<file path="src/rtl/tag_arb_pkg.sv">
// Shared types, SoC address-map defaults and address helpers for the tag-memory arbiter.
// The map constants mirror the ariane_soc values the arbiter is normally built against.
package tag_arb_pkg;

  localparam logic [63:0] DRAMBase          = 64'h0000_0000_8000_0000;
  localparam logic [63:0] DRAMLength        = 64'h0000_0000_4000_0000;
  localparam logic [63:0] TagCacheMemLength = 64'h0000_0000_0001_0000;
  localparam logic [63:0] TagCacheMemBase   = DRAMBase + DRAMLength - TagCacheMemLength;

  localparam int TagGranuleShift   = 4;   // one tag bit per 16-byte granule
  localparam int TagWordCoverShift = 10;  // one 64-bit tag word per 1 KiB
  localparam int CoveredShift      = 3 + TagGranuleShift;  // covered bytes = tag bytes * 128

  typedef enum logic [1:0] {IDLE, ISSUE, WAIT, ERR} arb_state_e;

  typedef struct packed {
    logic [63:0] addr;
    logic        we;
    logic [63:0] wdata;
    logic [7:0]  be;
  } mem_req_t;

  function automatic logic [63:0] tag_addr_f(input logic [63:0] addr,
                                             input logic [63:0] data_base,
                                             input logic [63:0] tag_base);
    logic [63:0] off;
    off = addr - data_base;
    return tag_base + ((off >> TagWordCoverShift) << 3);
  endfunction

  // The tag store itself sits in DRAM but is never tag-covered.
  function automatic logic in_range_f(input logic [63:0] addr,
                                      input logic [63:0] data_base,
                                      input logic [63:0] tag_base,
                                      input logic [63:0] tag_len);
    logic lo_ok, hi_ok, in_tag;
    lo_ok  = addr >= data_base;
    hi_ok  = (addr - data_base) < (tag_len << CoveredShift);
    in_tag = (addr >= tag_base) && ((addr - tag_base) < tag_len);
    return lo_ok && hi_ok && !in_tag;
  endfunction

endpackage

</file>
<file path="src/rtl/tag_mem_arbiter_rr_pick.sv">
// Combinational round-robin selector: first valid requester strictly after ptr, wrapping.
module rr_pick #(
  parameter int NumReq = 2
) (
  input  logic [NumReq-1:0]         valid,
  input  logic [$clog2(NumReq)-1:0] ptr,
  output logic [NumReq-1:0]         gnt,
  output logic [$clog2(NumReq)-1:0] idx,
  output logic                      any
);
  localparam int IdxW = $clog2(NumReq);

  int j;

  always_comb begin
    gnt = '0;
    idx = '0;
    any = 1'b0;
    j   = 0;
    for (int i = 1; i <= NumReq; i++) begin
      j = int'(ptr) + i;
      if (j >= NumReq) j = j - NumReq;
      if (!any && valid[j]) begin
        any    = 1'b1;
        gnt[j] = 1'b1;
        idx    = IdxW'(j);
      end
    end
  end

endmodule

</file>
<file path="src/rtl/tag_mem_arbiter.sv">
// Round-robin arbiter sharing the CHERI tag-memory port, one transaction outstanding.
// Optional TAG_ARB_PERF_CNT_EN adds saturating grant/error counters.
module tag_mem_arbiter
  import tag_arb_pkg::*;
#(
  parameter int          NumReq    = 2,
  parameter logic [63:0] TagBase   = TagCacheMemBase,
  parameter logic [63:0] TagLength = TagCacheMemLength,
  parameter logic [63:0] DataBase  = DRAMBase
) (
  input  logic                     clk_i,
  input  logic                     rst_ni,
  input  logic [NumReq-1:0]        req_valid_i,
  output logic [NumReq-1:0]        req_ready_o,
  input  logic [NumReq-1:0][63:0]  req_addr_i,
  input  logic [NumReq-1:0]        req_we_i,
  input  logic [NumReq-1:0][63:0]  req_wdata_i,
  input  logic [NumReq-1:0][7:0]   req_be_i,
  output logic [NumReq-1:0]        rsp_valid_o,
  output logic [63:0]              rsp_rdata_o,
  output logic                     rsp_err_o,
  output logic                     mem_req_o,
  input  logic                     mem_gnt_i,
  output logic [63:0]              mem_addr_o,
  output logic                     mem_we_o,
  output logic [63:0]              mem_wdata_o,
  output logic [7:0]               mem_be_o,
  input  logic                     mem_rvalid_i,
  input  logic [63:0]              mem_rdata_i
`ifdef TAG_ARB_PERF_CNT_EN
  ,
  output logic [NumReq-1:0][31:0]  grant_cnt_o,
  output logic [31:0]              err_cnt_o
`endif
);
  localparam int IdxW = $clog2(NumReq);

  arb_state_e        state;
  logic [IdxW-1:0]   ptr, gidx;
  mem_req_t          cap;
  logic              mem_req_q;

  logic [NumReq-1:0] pick_gnt;
  logic [IdxW-1:0]   pick_idx;
  logic              pick_any;
  logic              accept, rsp_mem, rsp_err;
  logic [63:0]       sel_addr;
  logic [NumReq-1:0] gsel;

  rr_pick #(.NumReq(NumReq)) u_pick (
    .valid (req_valid_i),
    .ptr   (ptr),
    .gnt   (pick_gnt),
    .idx   (pick_idx),
    .any   (pick_any)
  );

  assign sel_addr = req_addr_i[pick_idx];
  assign accept   = rst_ni && (state == IDLE) && pick_any;
  assign gsel     = NumReq'(1) << gidx;

  // Response sideband is combinational so rvalid turns into a same-cycle response.
  assign rsp_mem  = rst_ni && mem_rvalid_i &&
                    ((state == WAIT) || ((state == ISSUE) && mem_gnt_i));
  assign rsp_err  = rst_ni && (state == ERR);

  assign req_ready_o = accept ? pick_gnt : '0;
  assign rsp_valid_o = (rsp_mem || rsp_err) ? gsel : '0;
  assign rsp_err_o   = rsp_err;
  assign rsp_rdata_o = rsp_mem ? mem_rdata_i : '0;

  assign mem_req_o   = mem_req_q;
  assign mem_addr_o  = cap.addr;
  assign mem_we_o    = cap.we;
  assign mem_wdata_o = cap.wdata;
  assign mem_be_o    = cap.be;

  always_ff @(posedge clk_i) begin
    if (!rst_ni) begin
      state     <= IDLE;
      ptr       <= IdxW'(NumReq - 1);
      gidx      <= '0;
      cap       <= '0;
      mem_req_q <= 1'b0;
    end else begin
      case (state)
        IDLE: if (pick_any) begin
          ptr       <= pick_idx;
          gidx      <= pick_idx;
          cap.addr  <= tag_addr_f(sel_addr, DataBase, TagBase);
          cap.we    <= req_we_i[pick_idx];
          cap.wdata <= req_wdata_i[pick_idx];
          cap.be    <= req_be_i[pick_idx];
          if (in_range_f(sel_addr, DataBase, TagBase, TagLength)) begin
            state     <= ISSUE;
            mem_req_q <= 1'b1;
          end else begin
            state <= ERR;
          end
        end
        ISSUE: if (mem_gnt_i) begin
          mem_req_q <= 1'b0;
          state     <= mem_rvalid_i ? IDLE : WAIT;
        end
        WAIT: if (mem_rvalid_i) state <= IDLE;
        ERR:  state <= IDLE;
        default: state <= IDLE;
      endcase
    end
  end

`ifdef TAG_ARB_PERF_CNT_EN
  always_ff @(posedge clk_i) begin
    if (!rst_ni) begin
      grant_cnt_o <= '0;
      err_cnt_o   <= '0;
    end else begin
      if (accept && (grant_cnt_o[pick_idx] != '1))
        grant_cnt_o[pick_idx] <= grant_cnt_o[pick_idx] + 32'd1;
      if ((state == ERR) && (err_cnt_o != '1))
        err_cnt_o <= err_cnt_o + 32'd1;
    end
  end
`endif

  // A response with no transaction in flight is dropped; flag it in simulation.
  unsolicited_rvalid: assert property (@(posedge clk_i) disable iff (!rst_ni)
    mem_rvalid_i |-> ((state == WAIT) || (state == ISSUE)))
    else $warning("tag_mem_arbiter: unsolicited mem_rvalid_i ignored");

endmodule

</file>
<file path="config.mk">
export PLATFORM = sky130hd
export DESIGN_NAME = tag_mem_arbiter
export DESIGN_NICKNAME = d
export VERILOG_FILES = /design/src/rtl/tag_arb_pkg.sv /design/src/rtl/tag_mem_arbiter_rr_pick.sv /design/src/rtl/tag_mem_arbiter.sv
export SDC_FILE = /design/constraint.sdc
export NUM_CORES = 1
export LEC_CHECK = 0
export ABC_AREA = 1
export ABC_CLOCK_PERIOD_IN_PS = 8300
export BUFFER_PORTS_ARGS = -buffer_cell sky130_fd_sc_hd__buf_4
export CORE_AREA = 5 5 212 214
export DETAILED_ROUTE_END_ITERATION = 8
export DIE_AREA = 0 0 217 219
export GPL_ROUTABILITY_DRIVEN = 1
export GPL_TIMING_DRIVEN = 0
export SLEW_MARGIN = 20
export SYNTH_ARGS = -nofsm -noshare
export SYNTH_HDL_FRONTEND = slang
export SYNTH_SLANG_ARGS = --single-unit
</file>
<file path="constraint.sdc">
create_clock -name clk_i -period 8.3 [get_ports clk_i]
set_clock_uncertainty 0.2 [all_clocks]
set_input_delay 0.415 -clock clk_i [delete_from_list [all_inputs] [get_ports clk_i]]
set_output_delay 0.415 -clock clk_i [all_outputs]
set_load 0.05 [all_outputs]
</file>
# After elaboration in Yosys (flattened, before gate mapping)
# Index checks and enable logic that the tools add are counted.
dict set report word_totals {
  regBits 142
  ramBits 0
  latchBits 0
  mem_count 0
  elab_cells 95
  output_inout_bits 207
  rom_bits 0
}
dict set report op_classes {
  n_bitwise 1
  reduce_logical 21
  div_mod_pow 0
  multipliers 0
  add_sub_neg 7
  eq_ne 7
  n_lt_le_gt_ge 11
  shifts 1
  mux 39
}
# op count
set op_table {}
lappend op_table {{$mux W64} 5}
lappend op_table {{$ge A64 B32 Y1 const B} 2}
lappend op_table {{$sub A64 B32 Y64 const B} 2}
lappend op_table {{$ge A32 B1 Y1 const B} 2}
lappend op_table {{$ge A32 B3 Y1 const B} 2}
lappend op_table {{$lt A32 B3 Y1 const B} 2}
lappend op_table {{$lt A64 B17 Y1 const B} 1}
lappend op_table {{$lt A64 B24 Y1 const B} 1}
lappend op_table {{$mux W32} 2}
lappend op_table {{$sub A32 B3 Y32 const B} 2}
lappend op_table {{$add A32 B57 Y58 const A} 1}
lappend op_table {{$mux W2} 9}
lappend op_table {{$mux W1} 17}
lappend op_table {{$mux W8} 2}
lappend op_table {{$logic_and A1 B1 Y1} 12}
lappend op_table {{$pmux W2 S4} 1}
lappend op_table {{$ne A2 B2 Y1 const B} 3}
lappend op_table {{$eq A2 B2 Y1 const B} 2}
lappend op_table {{$reduce_and A4 Y1} 1}
lappend op_table {{$add A1 B2 Y3 const B} 1}
lappend op_table {{$reduce_and A3 Y1} 1}
lappend op_table {{$add A1 B1 Y2 const B} 1}
lappend op_table {{$demux W1 S1} 2}
lappend op_table {{$eq A2 B1 Y1 const B} 1}
lappend op_table {{10 further kinds} 12}

# Depth between registers and ports, before layout
dict set report depth {
  depth_word 20
  depth_mapped 22
}

# Modules after synthesis
# From an unflattened synthesis, not the netlist that was laid out.
dict set report unflattened {
  cells_unflattened 1570
  hier_area_um2 9251.4
}
# mod instances area_per_inst_um2 seq_area_each_um2 cells_each
set by_module_without_submodules {}
lappend by_module_without_submodules {tag_mem_arbiter 1 9221.3 2662.6 1563}
lappend by_module_without_submodules {rr_pick 1 30.0 0.0 7}

# Least setup slack after synthesis
# No wires, ideal clock.
dict set report synth_path {
  path_kind {input port to output port}
  startpoint {input port rst_ni}
  endpoint {output port rsp_valid_o[0]}
  cell_stages 4
  path_buffers 0
  required_time_ps 7685
  t_arrival_ps 2528
  setup_slack_ps 5157
  cell_sequence {clkinv_1 -> nor3_1 -> a31oi_1 -> nor2_1}
}
dict set report synth_via {
  elab_cells_between_ends 5
  classes_between {1 x mux; 4 x reduce/logical}
}
# element line_no
set synth_rtl {}
lappend synth_rtl {{start, declared} tag_mem_arbiter.sv:12} ;# input logic rst_ni,
lappend synth_rtl {{$logic_and A1 B1 Y1} tag_mem_arbiter.sv:65} ;# assign rsp_err = rst_ni && (state == ERR);
lappend synth_rtl {{net rsp_err_o} tag_mem_arbiter.sv:21} ;# output logic rsp_err_o,
lappend synth_rtl {{$logic_or A1 B1 Y1} tag_mem_arbiter.sv:68} ;# assign rsp_valid_o = (rsp_mem || rsp_err) ? gsel : '0;
lappend synth_rtl {{$mux W2} tag_mem_arbiter.sv:68}
lappend synth_rtl {{end, declared} tag_mem_arbiter.sv:19} ;# output logic [NumReq-1:0] rsp_valid_o,
# The timed path passes the listed nets, and every way through them passes these cells.

# Worst setup path after layout
dict set report layout_path {
  startpoint {register ptr}
  endpoint {output port req_ready_o[1]}
}
dict set report layout_via {
  elab_chain_len 12
  elab_cells_between_ends 33
  classes_between {4 x add/sub; 6 x order compare; 17 x mux; 1 x bitwise; 5 x reduce/logical}
}
# element line_no
set layout_rtl {}
lappend layout_rtl {{start, declared} tag_mem_arbiter.sv:39} ;# logic [IdxW-1:0] ptr, gidx;
lappend layout_rtl {{start signal, assigned} tag_mem_arbiter.sv:81} ;# ptr <= IdxW'(NumReq - 1);
lappend layout_rtl {{start signal, assigned} tag_mem_arbiter.sv:88} ;# ptr <= pick_idx;
lappend layout_rtl {{parallel branches: the longest is 11 deep, another holds $sub A32 B3 Y32} n/a}
lappend layout_rtl {{$mux W2 (*)} tag_mem_arbiter.sv:67} ;# assign req_ready_o = accept ? pick_gnt : '0;
lappend layout_rtl {{end, declared} tag_mem_arbiter.sv:14} ;# output logic [NumReq-1:0] req_ready_o,
# Mark *: on every way between the ends. The select of a mux whose other input is x is not followed.

==> impl_summary.txt <==
----------------------------------------------------
[Outcome]
  Status ... finished, final reports clean

[Synthesis]
  Primary FF master, synth ... sky130_fd_sc_hd__dfxtp_1
  Sequential fraction of the synthesis area ... approximately 28%
  Post-synth ARST share ... 0%
  Cell area after synthesis ... between 9000 and 10,000 µm²
  Synthesized area divided by synthesized cell count ... approximately 6.0 µm²
  Count of flip-flops with a built-in enable after synthesis ... 0
  Library cell occupying the most area in the post-synthesis netlist ... sky130_fd_sc_hd__dfxtp_1
  Ranking of synthesized cells by area ... sky130_fd_sc_hd__dfxtp_1 28%, sky130_fd_sc_hd__nand2_1 16%, sky130_fd_sc_hd__nand3_1 8.9%
  Yosys cell types ... 44
  Register bit count reported by yosys ... between 100 and 150
  Warning count from the yosys run ... 0
  Post-synthesis instance total ... 1,601
  Area share of the leading cell type in the synthesized netlist ... ~28%

[Timing]
  Max transition margin ... roughly a quarter
  Worst hold slack ... approximately 0.056 ns
  Final sum of negative setup slack ... 0 ns
  Final period util ... 48.73%
  Top achievable clock speed ... 247.2 MHz
  Final Hold Violating Endpoints ... 0
  Setup slack of the critical path after layout ... approximately 4.3 ns
  RSZ-0062 raised after global routing ... false
  Time the final worst path needs with I/O delays and setup ... ~4.0 ns
  Measured slew at the worst slew-check pin ... between 1 and 1.5 ns
  Number of max-slew violations in the final report ... 0
  # setup viols final ... 0

[Worst setup path]
  Depth of the most critical reg-to-reg path ... 19
  Worst flop-to-flop path startpoint ... ptr$_SDFFE_PN1P_
  CP arrival ... 3.43 ns
  CP Launch Point ... ptr$_SDFFE_PN1P_
  Data required time of the critical path ... roughly 7.7 ns
  Critical path endpoint category ... primary output
  Crit Path Class ... reg -> out
  Sort of element at the start of the critical path ... flop
  Crit path max fanout ... 10

[Global routing]
  Wire length of the first global-routing pass ... around 74,000 µm
  Aggregate global-route resource usage ... between 10% and 20%
  Sum of overflow across all layers after global routing ... 0
  Initial antenna violation count ... 1
  Vias in the first global route ... roughly 13k
  Maximum number of pins on one net before global-route repair ... 17

[Clocking]
  H-tree levels ... 4
  Buffers inserted by post-CTS timing repair ... 0
  Clock slew at the register clock pins of the worst setup and hold paths ... approximately 0.070 ns
  Library cell used as clock root buffer ... sky130_fd_sc_hd__clkbuf_16
  CTS tree ... built
  Post-CTS Resized ... 0
  Max clock buf depth ... 2
  Hold bufs inserted after CTS ... 0
  Clock buffer count from CTS ... 17
  Clock net sink count ... 133
  Worst skew pair latency ... ~0.41 ns

[Drt]
  1st-pass router iterations ... 7
  Avg Vias per Cell ... ~4.7
  Post-detailed-route DRC marker count ... 0
  Antenna Violating Nets Remaining ... 0
  Vias post-DR ... around 13k
  Routed length per instance ... between 15 and 20 µm
  Routed Wire Length ... 50,590 µm
  DR iter-0 viols ... 718

[Min path]
  Hold Path Depth ... 3
  Worst min-delay path startpoint ... req_wdata_i[21]
  Class of the most critical hold timing path ... in -> reg

[Power]
  Power density over the cells ... roughly 330 nW/µm²
  Leakage power of the design ... approximately 7.6 nW
  Worst VDD drop ... ~180 µV

[Place]
  Gpl congestion ... between 0.9 and 1
  Total placed cells including tap cells ... 2,676
  Count of input and output buffers ... around 520
  DP Worst Slack ... 4.286 ns
  Final HPWL from detailed placement ... ~42,000 µm

[Flow run]
  Max-capacitance violation count ... 0

[Floorplanning]
  Placeable core region ... approximately 43,000 µm²
  Row count ... between 70 and 80
  Total die area ... 47,520 µm²
  Ports ... about 550
  Height of the chip ... between 200 and 250 µm
  DIE WIDTH ... roughly 220 µm
  Initial core utilization ... 22.50%

[Cells and area]
  Filler cell count in the final layout ... between 4k and 5k
  Commonest non-fill, non-tap cell in the layout ... sky130_fd_sc_hd__buf_4
  Net count of the finished layout ... about 2.5k
  Highest-count cells in the layout ignoring fill and taps ... 531 x sky130_fd_sc_hd__buf_4, 408 x sky130_fd_sc_hd__nand2_1, 191 x sky130_fd_sc_hd__nor2_1
  Final cell count without fillers ... between 2k and 3k
  Area Overhead vs Synth ... 54.32%
  Proportion of layout cells with a drive suffix above 1 ... a little under a third

----------------------------------------------------
## through the flow
stage	cell area, µm²	utilization [%]	power [W]
after global routing	14820	34.71	0.005160
after floorplan	9635	-	0.002986
after CTS	14820	34.71	0.004913
after global placement	14230	33.33	0.004105
after detailed placement	14230	33.33	0.004122
final	14820	34.72	0.004885
## cell families (layout without fill, tap and decap cells)
family                     after synthesis  count (layout)  share of synthesized area (%)
and+or+nand+nor                        894             894                          41.51
other                                    1              11                        0.03904
DFF                                    133             133                          27.72
xor gates and xnor gates                13              13                          1.381
buffers and inverters                  289             842                          12.75
adders and majority gates                5               5                         0.6513
AOI/OAI and AO/OA                      260             260                          15.32
muxes                                    6               6                         0.6253
## state kept, by name, summed over array words and instances, names as in the netlist
register     count
gidx             1
mem_addr_o      55
mem_be_o         8
mem_req_o        1
mem_wdata_o     64
mem_we_o         1
ptr              1
state            2
## layout make-up
type	count	area (µm²)	area share (%)
clock buffer	17	425.4	2.870
clock inverter	15	162.7	1.097
buffer	100	515.5	3.478
timing repair buffer	521	3911	26.39
multi-input combinational	1187	5748	38.78
inverter	189	709.4	4.786
tap	546	683.2	4.609
sequential	133	2663	17.96
antenna	2	5.005	0.03376
## layer usage
metal  global-route usage (%)  share of wire [%]  vias to the layer above
li1                         -                  -                     6261
met1                    23.58                 40                     5861
met2                    35.21                 48                      528
met3                    6.318                9.2                       51
met4                    5.098                2.2                        0
met5                        0                  0                        -
## report_power, final
group	internal, W	switching (W)
Sequential	0.000924	0.000170
Clock	0.000427	0.000350
Combinational	0.000819	0.00220
## cell usage after synthesis (3+ instances only)
master                     count
sky130_fd_sc_hd__nand2_1     408
sky130_fd_sc_hd__nor2_1      191
sky130_fd_sc_hd__inv_1       185
sky130_fd_sc_hd__nand3_1     170
sky130_fd_sc_hd__dfxtp_1     133
sky130_fd_sc_hd__o21ai_0     118
sky130_fd_sc_hd__a31oi_1      78
sky130_fd_sc_hd__clkbuf_1     71
sky130_fd_sc_hd__nand2_2      33
sky130_fd_sc_hd__a21oi_1      31
sky130_fd_sc_hd__nand3b_1     31
sky130_fd_sc_hd__nor2_2       31
sky130_fd_sc_hd__o21ai_1      11
sky130_fd_sc_hd__xor2_1       11
sky130_fd_sc_hd__buf_4        10
sky130_fd_sc_hd__nand4_1      10
sky130_fd_sc_hd__buf_6         9
sky130_fd_sc_hd__a311oi_1      8
sky130_fd_sc_hd__nor2_4        8
sky130_fd_sc_hd__buf_2         6
sky130_fd_sc_hd__mux2i_1       6
sky130_fd_sc_hd__ha_1          5
sky130_fd_sc_hd__o211ai_1      4
sky130_fd_sc_hd__o221ai_1      4
sky130_fd_sc_hd__clkinv_1      3
sky130_fd_sc_hd__nor3_1        3
## worst max-delay path, stage by stage, from the launching register on
cell	delay (ns)
sky130_fd_sc_hd__dfxtp_1	0.45
sky130_fd_sc_hd__nand2_2	0.17
sky130_fd_sc_hd__nand2_4	0.17
sky130_fd_sc_hd__buf_6	0.18
sky130_fd_sc_hd__buf_6	0.16
sky130_fd_sc_hd__clkbuf_1	0.82
sky130_fd_sc_hd__clkbuf_1	0.55
sky130_fd_sc_hd__nor2_1	0.08
sky130_fd_sc_hd__inv_1	0.14
sky130_fd_sc_hd__nor2_1	0.06
sky130_fd_sc_hd__buf_4	0.22
## final timing paths
kind                                  end  slack, ns
min reg2reg        mem_req_o$_SDFFE_PN0P_       0.26
min          mem_wdata_o[21]$_SDFFE_PN0P_       0.06
max reg2reg   mem_addr_o[46]$_SDFFE_PN0P_       4.56
max                        req_ready_o[1]       4.26
Note: power is estimated with default switching activity, not from simulation.
